===== src/rtl/picorv_stream_mmio.sv =====
// picorv_stream_mmio: picorv32 native-bus window onto NUM_PORTS valid/ready
// stream channels. Each channel owns an RX FIFO (stream -> CPU), a TX FIFO
// (CPU -> stream), a STATUS register with sticky error flags and an IRQ_EN bit.
// Register map per channel p at BASE_ADDR + 16p: +0 DATA, +4 STATUS, +8 IRQ_EN.
module picorv_stream_mmio #(
   parameter int          NUM_PORTS  = 5,
   parameter int          DATA_WIDTH = 32,
   parameter int          DEPTH      = 8,
   parameter logic [31:0] BASE_ADDR  = 32'h2000_0000,
   parameter int          BLOCKING   = 1
) (
   input  logic                            clk,
   input  logic                            resetn,
   input  logic                            bus_valid,
   input  logic [31:0]                     bus_addr,
   input  logic [31:0]                     bus_wdata,
   input  logic [3:0]                      bus_wstrb,
   output logic                            bus_hit,
   output logic                            bus_ready,
   output logic [31:0]                     bus_rdata,
   input  logic [NUM_PORTS-1:0]            val_in,
   output logic [NUM_PORTS-1:0]            ready_upward,
   input  logic [NUM_PORTS*DATA_WIDTH-1:0] din,
   output logic [NUM_PORTS-1:0]            val_out,
   input  logic [NUM_PORTS-1:0]            ready_downward,
   output logic [NUM_PORTS*DATA_WIDTH-1:0] dout,
   output logic                            irq
);

   localparam int AW = $clog2(DEPTH);
   localparam int CW = AW + 1;

   typedef enum logic [1:0] {ST_IDLE, ST_RESP} state_e;
   typedef enum logic [1:0] {REG_DATA, REG_STATUS, REG_IRQ_EN, REG_RSVD} reg_e;

   state_e state;

   logic [DATA_WIDTH-1:0] rx_mem [NUM_PORTS][DEPTH];
   logic [DATA_WIDTH-1:0] tx_mem [NUM_PORTS][DEPTH];
   logic [AW-1:0]         rx_wr_ptr [NUM_PORTS];
   logic [AW-1:0]         rx_rd_ptr [NUM_PORTS];
   logic [AW-1:0]         tx_wr_ptr [NUM_PORTS];
   logic [AW-1:0]         tx_rd_ptr [NUM_PORTS];
   logic [CW-1:0]         rx_count  [NUM_PORTS];
   logic [CW-1:0]         tx_count  [NUM_PORTS];

   logic [NUM_PORTS-1:0] rx_not_empty, rx_full, tx_not_full;
   logic [NUM_PORTS-1:0] tx_drop, rx_underflow, irq_en;
   logic [NUM_PORTS-1:0] rx_push, rx_pop, tx_push, tx_pop;
   logic [NUM_PORTS-1:0] pop_req, push_req, under_req, drop_req;
   logic [NUM_PORTS-1:0] clr_drop, clr_under, irq_en_wr;
   logic [3:0]           port_idx;
   reg_e                 reg_sel;
   logic                 is_write, can_accept, accept;
   logic [31:0]          rdata_next;
   logic                 unused_addr_bits;

   assign bus_hit          = bus_valid && (bus_addr[31:8] == BASE_ADDR[31:8]);
   assign port_idx         = bus_addr[7:4];
   assign reg_sel          = reg_e'(bus_addr[3:2]);
   assign is_write         = |bus_wstrb;
   assign unused_addr_bits = &{1'b0, bus_addr[1:0]};

   // FIFO flags and stream-side handshakes derived from the registered counts
   always_comb begin
      for (int p = 0; p < NUM_PORTS; p++) begin
         rx_not_empty[p] = (rx_count[p] != '0);
         rx_full[p]      = (rx_count[p] == CW'(DEPTH));
         tx_not_full[p]  = (tx_count[p] != CW'(DEPTH));
         val_out[p]      = resetn && (tx_count[p] != '0);
         ready_upward[p] = resetn && !rx_full[p];
         dout[p*DATA_WIDTH +: DATA_WIDTH] = tx_mem[p][tx_rd_ptr[p]];
      end
      rx_push = val_in & ready_upward;
      tx_pop  = val_out & ready_downward;
   end

   // Decode the current bus request into per-channel action requests and read data
   always_comb begin
      // NOTE: every output of this block gets a default first so no latch is inferred.
      can_accept = 1'b1;
      rdata_next = '0;
      pop_req    = '0;
      push_req   = '0;
      under_req  = '0;
      drop_req   = '0;
      clr_drop   = '0;
      clr_under  = '0;
      irq_en_wr  = '0;
      for (int p = 0; p < NUM_PORTS; p++) begin
         if (port_idx == 4'(p)) begin
            case (reg_sel)
               REG_DATA: begin
                  if (is_write) begin
                     if (tx_not_full[p])    push_req[p] = 1'b1;
                     else if (BLOCKING != 0) can_accept = 1'b0;
                     else                   drop_req[p] = 1'b1;
                  end else begin
                     if (rx_not_empty[p]) begin
                        pop_req[p] = 1'b1;
                        rdata_next = rx_mem[p][rx_rd_ptr[p]];
                     end else if (BLOCKING != 0) begin
                        can_accept = 1'b0;
                     end else begin
                        under_req[p] = 1'b1;
                     end
                  end
               end
               REG_STATUS: begin
                  if (is_write) begin
                     clr_drop[p]  = bus_wdata[2];
                     clr_under[p] = bus_wdata[3];
                  end else begin
                     rdata_next = {8'h00, 8'(tx_count[p]), 8'(rx_count[p]), 4'h0,
                                   rx_underflow[p], tx_drop[p], tx_not_full[p], rx_not_empty[p]};
                  end
               end
               REG_IRQ_EN: begin
                  if (is_write) irq_en_wr[p] = 1'b1;
                  else          rdata_next   = {31'h0, irq_en[p]};
               end
               default: ;
            endcase
         end
      end
      accept  = (state == ST_IDLE) && bus_hit && can_accept;
      rx_pop  = pop_req  & {NUM_PORTS{accept}};
      tx_push = push_req & {NUM_PORTS{accept}};
   end

   // Bus FSM: accept in IDLE when the action is possible, pulse bus_ready from RESP
   always_ff @(posedge clk) begin
      // NOTE: state elements use non-blocking assignments so every flop samples pre-edge values.
      if (!resetn) begin
         state     <= ST_IDLE;
         bus_ready <= 1'b0;
         bus_rdata <= '0;
      end else begin
         case (state)
            ST_IDLE: begin
               bus_ready <= 1'b0;
               if (accept) begin
                  state     <= ST_RESP;
                  bus_ready <= 1'b1;
                  bus_rdata <= is_write ? 32'h0 : rdata_next;
               end
            end
            default: begin
               state     <= ST_IDLE;
               bus_ready <= 1'b0;
            end
         endcase
      end
   end

   // FIFO storage writes
   always_ff @(posedge clk) begin
      // NOTE: storage is not reset; empty FIFOs are defined by pointers and counts alone.
      for (int p = 0; p < NUM_PORTS; p++) begin
         if (rx_push[p]) rx_mem[p][rx_wr_ptr[p]] <= din[p*DATA_WIDTH +: DATA_WIDTH];
         if (tx_push[p]) tx_mem[p][tx_wr_ptr[p]] <= bus_wdata;
      end
   end

   // FIFO pointers and occupancy counts; pointers wrap naturally at DEPTH
   always_ff @(posedge clk) begin
      if (!resetn) begin
         for (int p = 0; p < NUM_PORTS; p++) begin
            rx_wr_ptr[p] <= '0;
            rx_rd_ptr[p] <= '0;
            tx_wr_ptr[p] <= '0;
            tx_rd_ptr[p] <= '0;
            rx_count[p]  <= '0;
            tx_count[p]  <= '0;
         end
      end else begin
         for (int p = 0; p < NUM_PORTS; p++) begin
            if (rx_push[p]) rx_wr_ptr[p] <= rx_wr_ptr[p] + 1'b1;
            if (rx_pop[p])  rx_rd_ptr[p] <= rx_rd_ptr[p] + 1'b1;
            if (tx_push[p]) tx_wr_ptr[p] <= tx_wr_ptr[p] + 1'b1;
            if (tx_pop[p])  tx_rd_ptr[p] <= tx_rd_ptr[p] + 1'b1;
            case ({rx_push[p], rx_pop[p]})
               2'b10:   rx_count[p] <= rx_count[p] + 1'b1;
               2'b01:   rx_count[p] <= rx_count[p] - 1'b1;
               default: ;
            endcase
            case ({tx_push[p], tx_pop[p]})
               2'b10:   tx_count[p] <= tx_count[p] + 1'b1;
               2'b01:   tx_count[p] <= tx_count[p] - 1'b1;
               default: ;
            endcase
         end
      end
   end

   // Sticky flags (set wins over clear), IRQ enables and the registered interrupt
   always_ff @(posedge clk) begin
      if (!resetn) begin
         tx_drop      <= '0;
         rx_underflow <= '0;
         irq_en       <= '0;
         irq          <= 1'b0;
      end else begin
         tx_drop      <= (tx_drop & ~(clr_drop & {NUM_PORTS{accept}}))
                         | (drop_req & {NUM_PORTS{accept}});
         rx_underflow <= (rx_underflow & ~(clr_under & {NUM_PORTS{accept}}))
                         | (under_req & {NUM_PORTS{accept}});
         for (int p = 0; p < NUM_PORTS; p++) begin
            if (accept && irq_en_wr[p]) irq_en[p] <= bus_wdata[0];
         end
         irq <= |(irq_en & rx_not_empty);
      end
   end

endmodule


===== config.mk =====
export PLATFORM = sky130hd
export DESIGN_NAME = picorv_stream_mmio
export DESIGN_NICKNAME = d
export VERILOG_FILES = /design/src/rtl/picorv_stream_mmio.sv
export SDC_FILE = /design/constraint.sdc
export NUM_CORES = 2
export LEC_CHECK = 0
export ABC_AREA = 0
export BUFFER_PORTS_ARGS = -buffer_cell sky130_fd_sc_hd__buf_2
export CORE_MARGIN = 3
export CORE_UTILIZATION = 45
export DETAILED_ROUTE_END_ITERATION = 6
export MAX_ROUTING_LAYER = met4
export PLACE_DENSITY = 0.65
export SLEW_MARGIN = 20
export SYNTH_ARGS = -nofsm -noshare
export SYNTH_HDL_FRONTEND = slang
export SYNTH_SLANG_ARGS = --single-unit

===== constraint.sdc =====
create_clock -name clk -period 12.1 [get_ports clk]
set_input_delay 0.605 -clock clk [delete_from_list [all_inputs] [get_ports clk]]
set_output_delay 0.605 -clock clk [all_outputs]
set_load 0.03 [all_outputs]

==> impl_metrics.ini <==
[critical_path]
reg2reg_depth = 12
path_class = reg2reg
end_kind = flip-flop
cp_max_fo = 20
cp.arrival_ns = 5.46
r2r-end = tx_mem[0][1106]
r2r_slack_ns = 7.26
start_kind = flip-flop
worstPathRequired_ns = 12.72
r2r_start = rx_count[4][0]

[sta]
setup_violations = 0
worstMarginPinSlew_ns = 1.15
hold_viol_final = 0
finalCritPeriodShare = 0.400
fin_skew_ns = 0.0557
fmax_mhz = 206
period_minus_slack_ns = 4.84
holdWs_ns = 0.146
tns_ns = 0
rsz0062_at_grt = false
slew_viol_final = 0
slew-limit-headroom = 0.232

[power]
p_leak_uw = 0.0396
p_clk_frac = 0.359
vdd_drop_max_uv = 153
p_comb_frac = 0.178
p_sw_frac = 0.266
total_power_uw = 23400
switchingPower_uw = 6220
pwr-share-seq = 0.463
intPower_uw = 17200
power_density_nw_per_um2 = 189

[layout]
seqCellArea_sq_um = 80900
fillers = 18000
nets = 6073
multi_input_comb_area_sq_um = 24500
design_area_sq_um = 124000
final_cell_mix = edfxtp_1 (2,660), mux4_2 (640), buf_2 (443)
drive_gt1_frac = 0.317
layout_commonest_cell = edfxtp_1
fin_util = 0.530
syn2layout_area_growth_pct = 16.7

[global_routing]
grt_max_degree = 66
antenna_found_initial = 71
grt_pass1_vias = 53100
track_usage = 0.224
grt_overflow = 0
grt_pass1_wl_um = 382000

[status]
run_status = finished, violations left
violations = antenna rules

[min_path]
hold_path_depth = 1
hp-class = in2reg
worstHoldEndpoint = tx_mem[0][704]
hold_start = bus_wdata[0]

[clocking]
cts_root_buffer = clkbuf_16
clk_pin_slew_worst_paths_ns = 0.06
cts_tree = yes
clk_latency_ns = 0.94
clk_path_buf_depth = 4
cts_buffers = 289
clock_sinks = 2710
htreeDepth = 5
cts_resized = 0

[synth]
synth-edff-count = 2660
netlist_area_sq_um = 106000
seq_area_frac_synth = 0.763
synthArstFlopShare = 0
synthFlopType = edfxtp_1
synth.distinct_cells = 76
synth.avg_cell_area_sq_um = 21.2
yosysWarningCount = 0
netlist_instances = 4997
synth-seq-cells = 2710
synth_nets = 5286

[drt]
via_per_inst = 5.74
vias = 52700
wl_per_cell_um = 28.8
drt_pass1_iterations = 6
drt_iter0_markers = 5346
drc = 0
drtAntennaViolNets = 1
routed_wl_um = 265000

[floorplanning]
die-height_um = 491
die-area_sq_um = 241000
ios = 446
fp.dieW_um = 491
initial_core_util = 0.454
core_sq_um = 233000
num_rows = 177

[placement]
portBuffers = 443
place.gp.congestion = 0.930
place_area_sq_um = 113000
hpwl_um = 162000

[run]
drv_cap = 0
==> worst max path at each step <==
| stage | from | to | slack, ns | cells past startpoint |
|---|---|---|---|---|
| CTS | rx_count[3][0] | tx_mem[0][1076] | 7.09 | 9 |
| finish | rx_count[4][0] | tx_mem[0][1106] | 7.26 | 12 |
| detailed placement | bus_wstrb[3] | tx_mem[0][1031] | 6.50 | 11 |
| global placement | bus_wstrb[3] | tx_mem[0][1066] | 6.57 | 11 |
| floorplan | bus_wstrb[3] | tx_mem[0][224] | 6.02 | 8 |
| global route | rx_count[3][0] | tx_mem[0][1106] | 6.90 | 10 |
==> metal layers <==
metal	part of all wire	global-route usage
met3	0.083	0.0537
met5	0	-
met1	0.40	0.295
met2	0.49	0.351
met4	0.032	0.0674
==> Yosys cell counts, types with 8 or more instances <==
master,count,share of area
clkbuf_1,163,0.0058
inv_1,41,0.0015
a31oi_1,12,0.00071
nand2_1,133,0.0047
dfxtp_1,50,0.0094
a211oi_1,12,0.00085
nor3_1,67,0.0032
o21ai_0,45,0.0021
o31ai_1,8,0.00057
mux2_2,180,0.019
mux2i_1,145,0.014
ha_1,40,0.0047
nor4_1,25,0.0015
buf_2,30,0.0014
a21oi_1,123,0.0058
fa_1,8,0.0015
edfxtp_1,2660,0.75
nand2b_1,25,0.0015
a221oi_1,19,0.0016
nor2b_1,18,0.0011
buf_1,62,0.0022
a21o_1,16,0.0011
nand4_1,13,0.00077
or4_1,9,0.00064
o22ai_1,46,0.0027
xnor2_1,36,0.0030
nor2_1,199,0.0070
xor2_1,12,0.00099
or3_1,21,0.0012
nand3_1,35,0.0017
mux4_2,640,0.14
==> what timing repair did <==
item,in CTS,in global routing
hold endpoints to repair,1280,0
hold buffers,160,0
setup buffers,0,0
==> logic make-up (layout without fill, tap and decap cells) <==
| group | Yosys count | in the layout | share of synthesized area |
|---|---|---|---|
| mux | 968 | 968 | 0.169 |
| buf+inv | 301 | 1292 | 0.0112 |
| other cells | 0 | 63 | 0 |
| xor+xnor | 48 | 48 | 0.00397 |
| fa+ha+maj | 48 | 48 | 0.00623 |
| compound gates | 338 | 338 | 0.0200 |
| simple gates | 584 | 584 | 0.0265 |
| flops | 2710 | 2710 | 0.763 |
==> final cells by class <==
type,count,share of cell area
Sequential cell,2710,0.654
Timing Repair Buffer,753,0.0417
Antenna cell,63,0.00127
Multi-Input combinational cell,1986,0.198
Tap cell,3132,0.0317
Clock buffer,347,0.0613
Clock inverter,148,0.0107
Inverter,44,0.00134
==> state kept, by name, summed over array words and instances (netlist names), 5 cells and up <==
name and count:
rx_mem 1280, tx_mem 1280, bus_rdata 32, rx_count 20, tx_count 20, rx_rd_ptr 15, rx_wr_ptr 15, tx_rd_ptr 15
tx_wr_ptr 15, irq_en 5, rx_underflow 5, tx_drop 5
==> power groups by stage <==
stage | clock network (uW) | logic (uW) | registers (uW)
3_5_place_dp | 0 | 4170 | 11000
5_1_grt | 8950 | 4430 | 10900
4_1_cts | 8560 | 4230 | 10800
6_report | 8400 | 4150 | 10800
3_3_place_gp | 0 | 4130 | 11000
2_1_floorplan | 0 | 2750 | 11000
==> critical path: stages (launching register included) <==
cell       delay [ns]
edfxtp_1         0.50
inv_1            0.12
ha_1             0.27
or3b_2           0.60
mux2i_1          0.30
a2bb2oi_1        0.31
and4_1           0.53
a21oi_1          0.09
buf_4            0.24
nor2_1           0.35
nand2_1          0.31
nor2_4           0.64
buf_16           0.23
==> metrics by stage <==
| step | cells | setup slack [ns] |
|---|---|---|
| 2_1_floorplan | 4997 | 6.02 |
| 4_1_cts | 9112 | 7.09 |
| 5_1_grt | 9173 | 6.90 |
| 3_5_place_dp | 8457 | 6.50 |
| 6_report | 9183 | 7.26 |
| 3_3_place_gp | 8452 | 6.57 |
No activity file was read; power rests on OpenSTA's default activity.
